[src/rtl/multicycle_controller_if.sv]
// Control bundle between the multicycle sequencer and the datapath/memory.
interface multicycle_controller_if #(
  parameter int unsigned n = 16
);
  logic [3:0]   op;
  logic         zero;
  logic         mem_ready;
  logic         pcwrite;
  logic         irwrite;
  logic         iord;
  logic         memread;
  logic         memwrite;
  logic         memtoreg;
  logic         regdst;
  logic         regwrite;
  logic         save;
  logic         alusrca;
  logic [1:0]   alusrcb;
  logic [1:0]   pcsrc;
  logic [2:0]   alucontrol;
  logic         halted;
  logic [n-1:0] instret;

  modport master (
    input  op, zero, mem_ready,
    output pcwrite, irwrite, iord, memread, memwrite, memtoreg, regdst,
           regwrite, save, alusrca, alusrcb, pcsrc, alucontrol, halted, instret
  );

  modport slave (
    output op, zero, mem_ready,
    input  pcwrite, irwrite, iord, memread, memwrite, memtoreg, regdst,
           regwrite, save, alusrca, alusrcb, pcsrc, alucontrol, halted, instret
  );
endinterface

[src/rtl/multicycle_controller.sv]
// Multicycle sequencer for the 16-bit RISC CPU: fetch/decode/execute/memory/
// writeback steps with a stallable memory handshake and a retire counter.
module multicycle_controller #(
  parameter int unsigned n = 16
) (
  input  logic                   clk,
  input  logic                   reset,
  multicycle_controller_if.master bus
);

  typedef enum logic [3:0] {
    S_FETCH, S_DECODE, S_EXEC, S_ALUWB, S_ADDIEX, S_ADDIWB, S_MEMADR,
    S_MEMRD, S_MEMWB, S_MEMWR, S_BRANCH, S_JUMP, S_JAL, S_HALT
  } state_t;

  state_t       state_q, state_d;
  logic         started_q, started_d;
  logic [n-1:0] instret_q, instret_d;

  logic       memread_q, memread_d;
  logic       memwrite_q, memwrite_d;
  logic       iord_q, iord_d;
  logic       memtoreg_q, memtoreg_d;
  logic       regdst_q, regdst_d;
  logic       regwrite_q, regwrite_d;
  logic       save_q, save_d;
  logic       alusrca_q, alusrca_d;
  logic [1:0] alusrcb_q, alusrcb_d;
  logic [1:0] pcsrc_q, pcsrc_d;
  logic [2:0] alucontrol_q, alucontrol_d;
  logic       halted_q, halted_d;
  logic       fetch_q, fetch_d;
  logic       branch_q, branch_d;
  logic       jump_q, jump_d;

  // Next state, retire count, and the Moore outputs of the state being entered.
  // Outputs are registered from state_d; started_q keeps everything quiet
  // until the first edge after reset so FETCH only reads once truly active.
  always_comb begin
    state_d   = state_q;
    started_d = 1'b1;
    instret_d = instret_q;

    if (started_q) begin
      case (state_q)
        S_FETCH:  if (bus.mem_ready) state_d = S_DECODE;
        S_DECODE: begin
          case (bus.op)
            4'h0, 4'h1, 4'h2, 4'h3, 4'h4: state_d = S_EXEC;
            4'h5:                         state_d = S_ADDIEX;
            4'h6, 4'h7:                   state_d = S_MEMADR;
            4'h8:                         state_d = S_BRANCH;
            4'h9:                         state_d = S_JUMP;
            4'hA:                         state_d = S_JAL;
            4'hF:                         state_d = S_HALT;
            default:                      state_d = S_FETCH;
          endcase
        end
        S_EXEC:   state_d = S_ALUWB;
        S_ALUWB:  state_d = S_FETCH;
        S_ADDIEX: state_d = S_ADDIWB;
        S_ADDIWB: state_d = S_FETCH;
        S_MEMADR: state_d = (bus.op == 4'h6) ? S_MEMRD : S_MEMWR;
        S_MEMRD:  if (bus.mem_ready) state_d = S_MEMWB;
        S_MEMWB:  state_d = S_FETCH;
        S_MEMWR:  if (bus.mem_ready) state_d = S_FETCH;
        S_BRANCH: state_d = S_FETCH;
        S_JUMP:   state_d = S_FETCH;
        S_JAL:    state_d = S_FETCH;
        S_HALT:   state_d = S_HALT;
        default:  state_d = S_FETCH;
      endcase
    end

    if (started_q && (state_d == S_FETCH) && (state_q != S_FETCH))
      instret_d = instret_q + n'(1);

    memread_d    = 1'b0;
    memwrite_d   = 1'b0;
    iord_d       = 1'b0;
    memtoreg_d   = 1'b0;
    regdst_d     = 1'b0;
    regwrite_d   = 1'b0;
    save_d       = 1'b0;
    alusrca_d    = 1'b0;
    alusrcb_d    = 2'b00;
    pcsrc_d      = 2'b00;
    alucontrol_d = 3'b000;
    halted_d     = 1'b0;
    fetch_d      = 1'b0;
    branch_d     = 1'b0;
    jump_d       = 1'b0;

    case (state_d)
      S_FETCH: begin
        memread_d    = 1'b1;
        alusrcb_d    = 2'b01;
        alucontrol_d = 3'b010;
        fetch_d      = 1'b1;
      end
      S_DECODE: begin
        alusrcb_d    = 2'b10;
        alucontrol_d = 3'b010;
      end
      S_EXEC: begin
        alusrca_d = 1'b1;
        case (bus.op)
          4'h1:    alucontrol_d = 3'b110;
          4'h2:    alucontrol_d = 3'b000;
          4'h3:    alucontrol_d = 3'b001;
          4'h4:    alucontrol_d = 3'b111;
          default: alucontrol_d = 3'b010;
        endcase
      end
      S_ALUWB: begin
        regwrite_d = 1'b1;
        regdst_d   = 1'b1;
      end
      S_ADDIEX, S_MEMADR: begin
        alusrca_d    = 1'b1;
        alusrcb_d    = 2'b10;
        alucontrol_d = 3'b010;
      end
      S_ADDIWB: regwrite_d = 1'b1;
      S_MEMRD: begin
        memread_d = 1'b1;
        iord_d    = 1'b1;
      end
      S_MEMWB: begin
        regwrite_d = 1'b1;
        memtoreg_d = 1'b1;
      end
      S_MEMWR: begin
        memwrite_d = 1'b1;
        iord_d     = 1'b1;
      end
      S_BRANCH: begin
        alusrca_d    = 1'b1;
        alucontrol_d = 3'b110;
        pcsrc_d      = 2'b01;
        branch_d     = 1'b1;
      end
      S_JUMP: begin
        pcsrc_d = 2'b10;
        jump_d  = 1'b1;
      end
      S_JAL: begin
        pcsrc_d    = 2'b10;
        jump_d     = 1'b1;
        save_d     = 1'b1;
        regwrite_d = 1'b1;
      end
      S_HALT:  halted_d = 1'b1;
      default: ;
    endcase
  end

  // State, retire counter and registered outputs; reset clears every output at once.
  always_ff @(posedge clk or negedge reset) begin
    if (!reset) begin
      state_q      <= S_FETCH;
      started_q    <= 1'b0;
      instret_q    <= '0;
      memread_q    <= 1'b0;
      memwrite_q   <= 1'b0;
      iord_q       <= 1'b0;
      memtoreg_q   <= 1'b0;
      regdst_q     <= 1'b0;
      regwrite_q   <= 1'b0;
      save_q       <= 1'b0;
      alusrca_q    <= 1'b0;
      alusrcb_q    <= '0;
      pcsrc_q      <= '0;
      alucontrol_q <= '0;
      halted_q     <= 1'b0;
      fetch_q      <= 1'b0;
      branch_q     <= 1'b0;
      jump_q       <= 1'b0;
    end else begin
      state_q      <= state_d;
      started_q    <= started_d;
      instret_q    <= instret_d;
      memread_q    <= memread_d;
      memwrite_q   <= memwrite_d;
      iord_q       <= iord_d;
      memtoreg_q   <= memtoreg_d;
      regdst_q     <= regdst_d;
      regwrite_q   <= regwrite_d;
      save_q       <= save_d;
      alusrca_q    <= alusrca_d;
      alusrcb_q    <= alusrcb_d;
      pcsrc_q      <= pcsrc_d;
      alucontrol_q <= alucontrol_d;
      halted_q     <= halted_d;
      fetch_q      <= fetch_d;
      branch_q     <= branch_d;
      jump_q       <= jump_d;
    end
  end

  // Fetch load enables follow mem_ready and the branch follows zero within the cycle.
  assign bus.irwrite    = fetch_q & bus.mem_ready;
  assign bus.pcwrite    = (fetch_q & bus.mem_ready) | (branch_q & bus.zero) | jump_q;
  assign bus.memread    = memread_q;
  assign bus.memwrite   = memwrite_q;
  assign bus.iord       = iord_q;
  assign bus.memtoreg   = memtoreg_q;
  assign bus.regdst     = regdst_q;
  assign bus.regwrite   = regwrite_q;
  assign bus.save       = save_q;
  assign bus.alusrca    = alusrca_q;
  assign bus.alusrcb    = alusrcb_q;
  assign bus.pcsrc      = pcsrc_q;
  assign bus.alucontrol = alucontrol_q;
  assign bus.halted     = halted_q;
  assign bus.instret    = instret_q;

endmodule
[src/flat_wrapper.sv]
// flat-port wrapper written by rule: the top's interface ports become plain ports
module multicycle_controller_flat 
#(
  parameter int unsigned n = 16
)
  (clk, reset, bus_op, bus_zero, bus_mem_ready, bus_pcwrite, bus_irwrite, bus_iord, bus_memread, bus_memwrite, bus_memtoreg, bus_regdst, bus_regwrite, bus_save, bus_alusrca, bus_alusrcb, bus_pcsrc, bus_alucontrol, bus_halted, bus_instret);
  multicycle_controller_if #(.n(n)) bus_i ();
  input  logic clk;
  input  logic reset;
  input wire logic [$bits(bus_i.op)-1:0] bus_op;
  input wire logic [$bits(bus_i.zero)-1:0] bus_zero;
  input wire logic [$bits(bus_i.mem_ready)-1:0] bus_mem_ready;
  output wire logic [$bits(bus_i.pcwrite)-1:0] bus_pcwrite;
  output wire logic [$bits(bus_i.irwrite)-1:0] bus_irwrite;
  output wire logic [$bits(bus_i.iord)-1:0] bus_iord;
  output wire logic [$bits(bus_i.memread)-1:0] bus_memread;
  output wire logic [$bits(bus_i.memwrite)-1:0] bus_memwrite;
  output wire logic [$bits(bus_i.memtoreg)-1:0] bus_memtoreg;
  output wire logic [$bits(bus_i.regdst)-1:0] bus_regdst;
  output wire logic [$bits(bus_i.regwrite)-1:0] bus_regwrite;
  output wire logic [$bits(bus_i.save)-1:0] bus_save;
  output wire logic [$bits(bus_i.alusrca)-1:0] bus_alusrca;
  output wire logic [$bits(bus_i.alusrcb)-1:0] bus_alusrcb;
  output wire logic [$bits(bus_i.pcsrc)-1:0] bus_pcsrc;
  output wire logic [$bits(bus_i.alucontrol)-1:0] bus_alucontrol;
  output wire logic [$bits(bus_i.halted)-1:0] bus_halted;
  output wire logic [$bits(bus_i.instret)-1:0] bus_instret;
  assign bus_i.op = bus_op;
  assign bus_i.zero = bus_zero;
  assign bus_i.mem_ready = bus_mem_ready;
  assign bus_pcwrite = bus_i.pcwrite;
  assign bus_irwrite = bus_i.irwrite;
  assign bus_iord = bus_i.iord;
  assign bus_memread = bus_i.memread;
  assign bus_memwrite = bus_i.memwrite;
  assign bus_memtoreg = bus_i.memtoreg;
  assign bus_regdst = bus_i.regdst;
  assign bus_regwrite = bus_i.regwrite;
  assign bus_save = bus_i.save;
  assign bus_alusrca = bus_i.alusrca;
  assign bus_alusrcb = bus_i.alusrcb;
  assign bus_pcsrc = bus_i.pcsrc;
  assign bus_alucontrol = bus_i.alucontrol;
  assign bus_halted = bus_i.halted;
  assign bus_instret = bus_i.instret;
  multicycle_controller #(.n(n)) u_core (.clk(clk), .reset(reset), .bus(bus_i));
endmodule
[config.mk]
export PLATFORM = sky130hd
export DESIGN_NAME = multicycle_controller_flat
export DESIGN_NICKNAME = d
export VERILOG_FILES = /design/src/rtl/multicycle_controller_if.sv /design/src/rtl/multicycle_controller.sv /design/src/flat_wrapper.sv
export SDC_FILE = /design/constraint.sdc
export NUM_CORES = 1
export LEC_CHECK = 0
export CAP_MARGIN = 20
export CORE_MARGIN = 3
export CORE_UTILIZATION = 45
export DETAILED_ROUTE_END_ITERATION = 7
export MAX_ROUTING_LAYER = met4
export PLACE_DENSITY = 0.83
export SYNTH_ARGS = -nofsm -noshare
export SYNTH_HDL_FRONTEND = slang
export SYNTH_SLANG_ARGS = --single-unit
[constraint.sdc]
create_clock -name clk -period 3.5 [get_ports clk]
set_clock_uncertainty 0.05 [all_clocks]
set_input_delay 0.525 -clock clk [delete_from_list [all_inputs] [get_ports clk]]
set_output_delay 0.525 -clock clk [all_outputs]
set_load 0.03 [all_outputs]
==> metrics.cfg <==
[power]
internal_power_mw=1.37
vdd_drop_max_mv=0.350
p_leak_nw=1.07
switching_power_mw=1.22
swShare_pct=47.2
powerDensity_mw_per_mm2=946
clkPwrFrac_pct=14.4
seqPwrFrac_pct=30.7
comb_power_share_pct=54.9

[sta]
rsz0062_at_grt=no
setup_ws_ns=0.628
relSlewSlack_pct=45.1
fmax_mhz=348
worstMarginPinSlew_ns=0.823
hold_viol=0
slew_viol_final=0
whs_ns=0.281
setup_tns_ns=0
setup_viol=0
fin_crit_sh_pct=82.1
min_period_ns=2.87

[place]
portBuffers=41
place_hpwl_mm=3.66
dp_slack_ns=0.362
place_congestion=0.861

[grt]
grt_usage_pct=18.5
grt_pass1_vias=1862
grt_pass1_wl_mm=8.82
grt_max_degree=39
grt-ovfl-total=0
antenna_found_initial=0

[worst_setup_path]
end_kind=register
worstPathCellList=clkdlybuf4s50_1, or4bb_1, o211ai_1, a211oi_2, a2bb2oi_2, buf_4, nor4_1, xor2_1
worstPathArrival_ns=2.98
cp_max_fo=11
critPathSlowestCell=clkdlybuf4s50_1
slowest_delay_ns=0.65
cp.required_ns=3.61
start_kind=input pin
crit_type=input pin to register

[floorplanning]
io-pin-count=42
dieArea_mm2=0.00585
fp-row-count=25
start_util_pct=47.0
design.core.area_mm2=0.00475
die_y_um=76.5
fp.dieW_um=76.5

[finish]
fin_nets=271
n_antenna_cell=0
fill_cells=430
drive_gt1_share_pct=9.92
syn2layout_area_growth_pct=22.3

[routing]
finalWirelength_mm=5.12
drc_errors=0
first_pass_iters=4
routed-via-count=1932
wl_per_cell_um=15.6
final_antenna_net_count=0
drtIter0Drc=109
routed_via_density=5.87

[clocking]
cts_tree=built
post_cts_buffers=0
path_clk_slew_ns=0.07
hold_buffers=0
cts-resized-gates=0
cts-root-buf=clkbuf_8
cts_buffers=5
h-tree-depth=2
worstSkewPairLatency_ns=0.28
clock_path_buffers=2
cts_sinks=38

[yosys]
yosysTopAreaCellShare_pct=42.5
synth_area_mm2=0.00224
synth_edf_count=0
synth_top_area_cell=dfrtp_1
postSynthCellCount=230
synth-seq-cells=38
ys_warn_count=0
synth_nets=239
ys_types=55
seq_area_frac_synth_pct=42.5
async_flop_share_pct=100
postSynthAreaPerCell_um2=9.72
synthTopCellsByArea=dfrtp_1 (43%), xor2_1 (5.9%), nor4_2 (3.4%), nand3_1 (2.9%), nor4_1 (2.8%)
ys_dominant_reg_cell=dfrtp_1

[min_path]
hold_class=input pin to asynchronous set/reset pin

[outcome]
status=finished clean

[flow_run]
drv_cap=0

## cells in the final DEF (no fill, tap or decap), types with 4 or more instances in the layout
master           instances
nand4_1                  8
nand3_1                 13
dfrtp_1                 38
and3_1                   6
xor2_1                  15
nand2b_1                 5
clkdlybuf4s50_1         40
inv_1                    4
nand3b_1                 4
nand2_1                 11
nor2_1                  15
o21ai_0                  6
nor4_1                  10
a21oi_1                  9
nor4_2                   6
nor2b_1                  5
clkbuf_8                 6
nor3_1                   6
xnor2_1                  4
o21a_1                   5
## synth_stat cells, drive strengths merged (4+ instances only)
| cell | count |
|---|---|
| dfrtp | 38 |
| buf | 17 |
| nor4 | 16 |
| nor2 | 15 |
| xor2 | 15 |
| nand3 | 13 |
| nand2 | 11 |
| a21oi | 9 |
| nand4 | 8 |
| inv | 7 |
| o21ai | 7 |
| and3 | 6 |
| nor3 | 6 |
| nand2b | 5 |
| nor2b | 5 |
| o21a | 5 |
| nand3b | 4 |
| xnor2 | 4 |
## routing by layer
metal	track usage, %	routed length (µm)	up-vias
met4	7.07	92	0
met2	28.6	2520	88
li1	-	-	904
met5	-	0	-
met1	24.1	2180	929
met3	3.43	333	11
## cell families (layout without fill, tap and decap cells)
family,Yosys count,count (layout),share of synthesized area [%]
fa+ha+maj,1,1,0.560
compound gates,41,41,13.3
mux,1,1,0.504
flops,38,38,42.5
xor+xnor,19,19,7.44
simple gates,104,104,29.0
buf+inv,25,57,6.49
other cells,1,1,0.168
## worst paths after layout
check | from | end | slack (ns) | depth (start not counted)
worst max-delay path | bus_op[3] | u_core.bus.instret[15] | 0.63 | 8
worst min-delay path | reset | u_core.bus.instret[4] | 0.28 | 1
min in group clk | u_core.bus.instret[15] | u_core.bus.instret[15] | 0.42 | 1
max in group asynchronous | reset | u_core.bus.pcsrc[0] | 2.60 | 1
worst min register to register | u_core.bus.instret[15] | u_core.bus.instret[15] | 0.42 | 1
worst max register to register | u_core.state_q[0] | u_core.bus.memwrite | 0.67 | 6
## critical path, delay by kind of cell
family                    cells  cell delay, ns
and+or+nand+nor               2            0.60
AOI/OAI and AO/OA             3            0.73
buffers and inverters         2            0.94
xor gates and xnor gates      1            0.18
## power by group through the flow
| stage | clock network, mW | registers, mW | logic [mW] |
|---|---|---|---|
| floorplan | 0 | 0.956 | 0.824 |
| global placement | 0 | 0.789 | 1.37 |
| detailed placement | 0 | 0.795 | 1.41 |
| CTS | 0.379 | 0.789 | 1.42 |
| global route | 0.394 | 0.820 | 1.52 |
| finish | 0.372 | 0.795 | 1.42 |
## final cells by class
type	count	area [µm²]	share of cell area, %
clock buffers	6	82.6	3.02
clock inverters	1	30.0	1.10
inverters	7	26.3	0.961
multi-input cells	167	1140	41.7
flip-flops and latches	38	951	34.8
well taps	67	83.8	3.07
repair buffers	43	420	15.4
## flip-flops by register name, summed over array words and instances (netlist names), 2 cells and up
signal                 count
u_core.bus.alucontrol      3
u_core.bus.pcsrc           2
u_core.bus.instret        16
u_core.state_q             4
## through the flow
step	cell area, µm²	power [mW]	utilization [%]	std cells
2_1_floorplan	2240	1.78	-	230
3_3_place_gp	2620	2.16	55.1	322
3_5_place_dp	2620	2.20	55.1	322
4_1_cts	2730	2.58	57.5	329
5_1_grt	2730	2.74	57.5	329
6_report	2730	2.59	57.5	329
No activity file was read; power rests on OpenSTA's default activity.
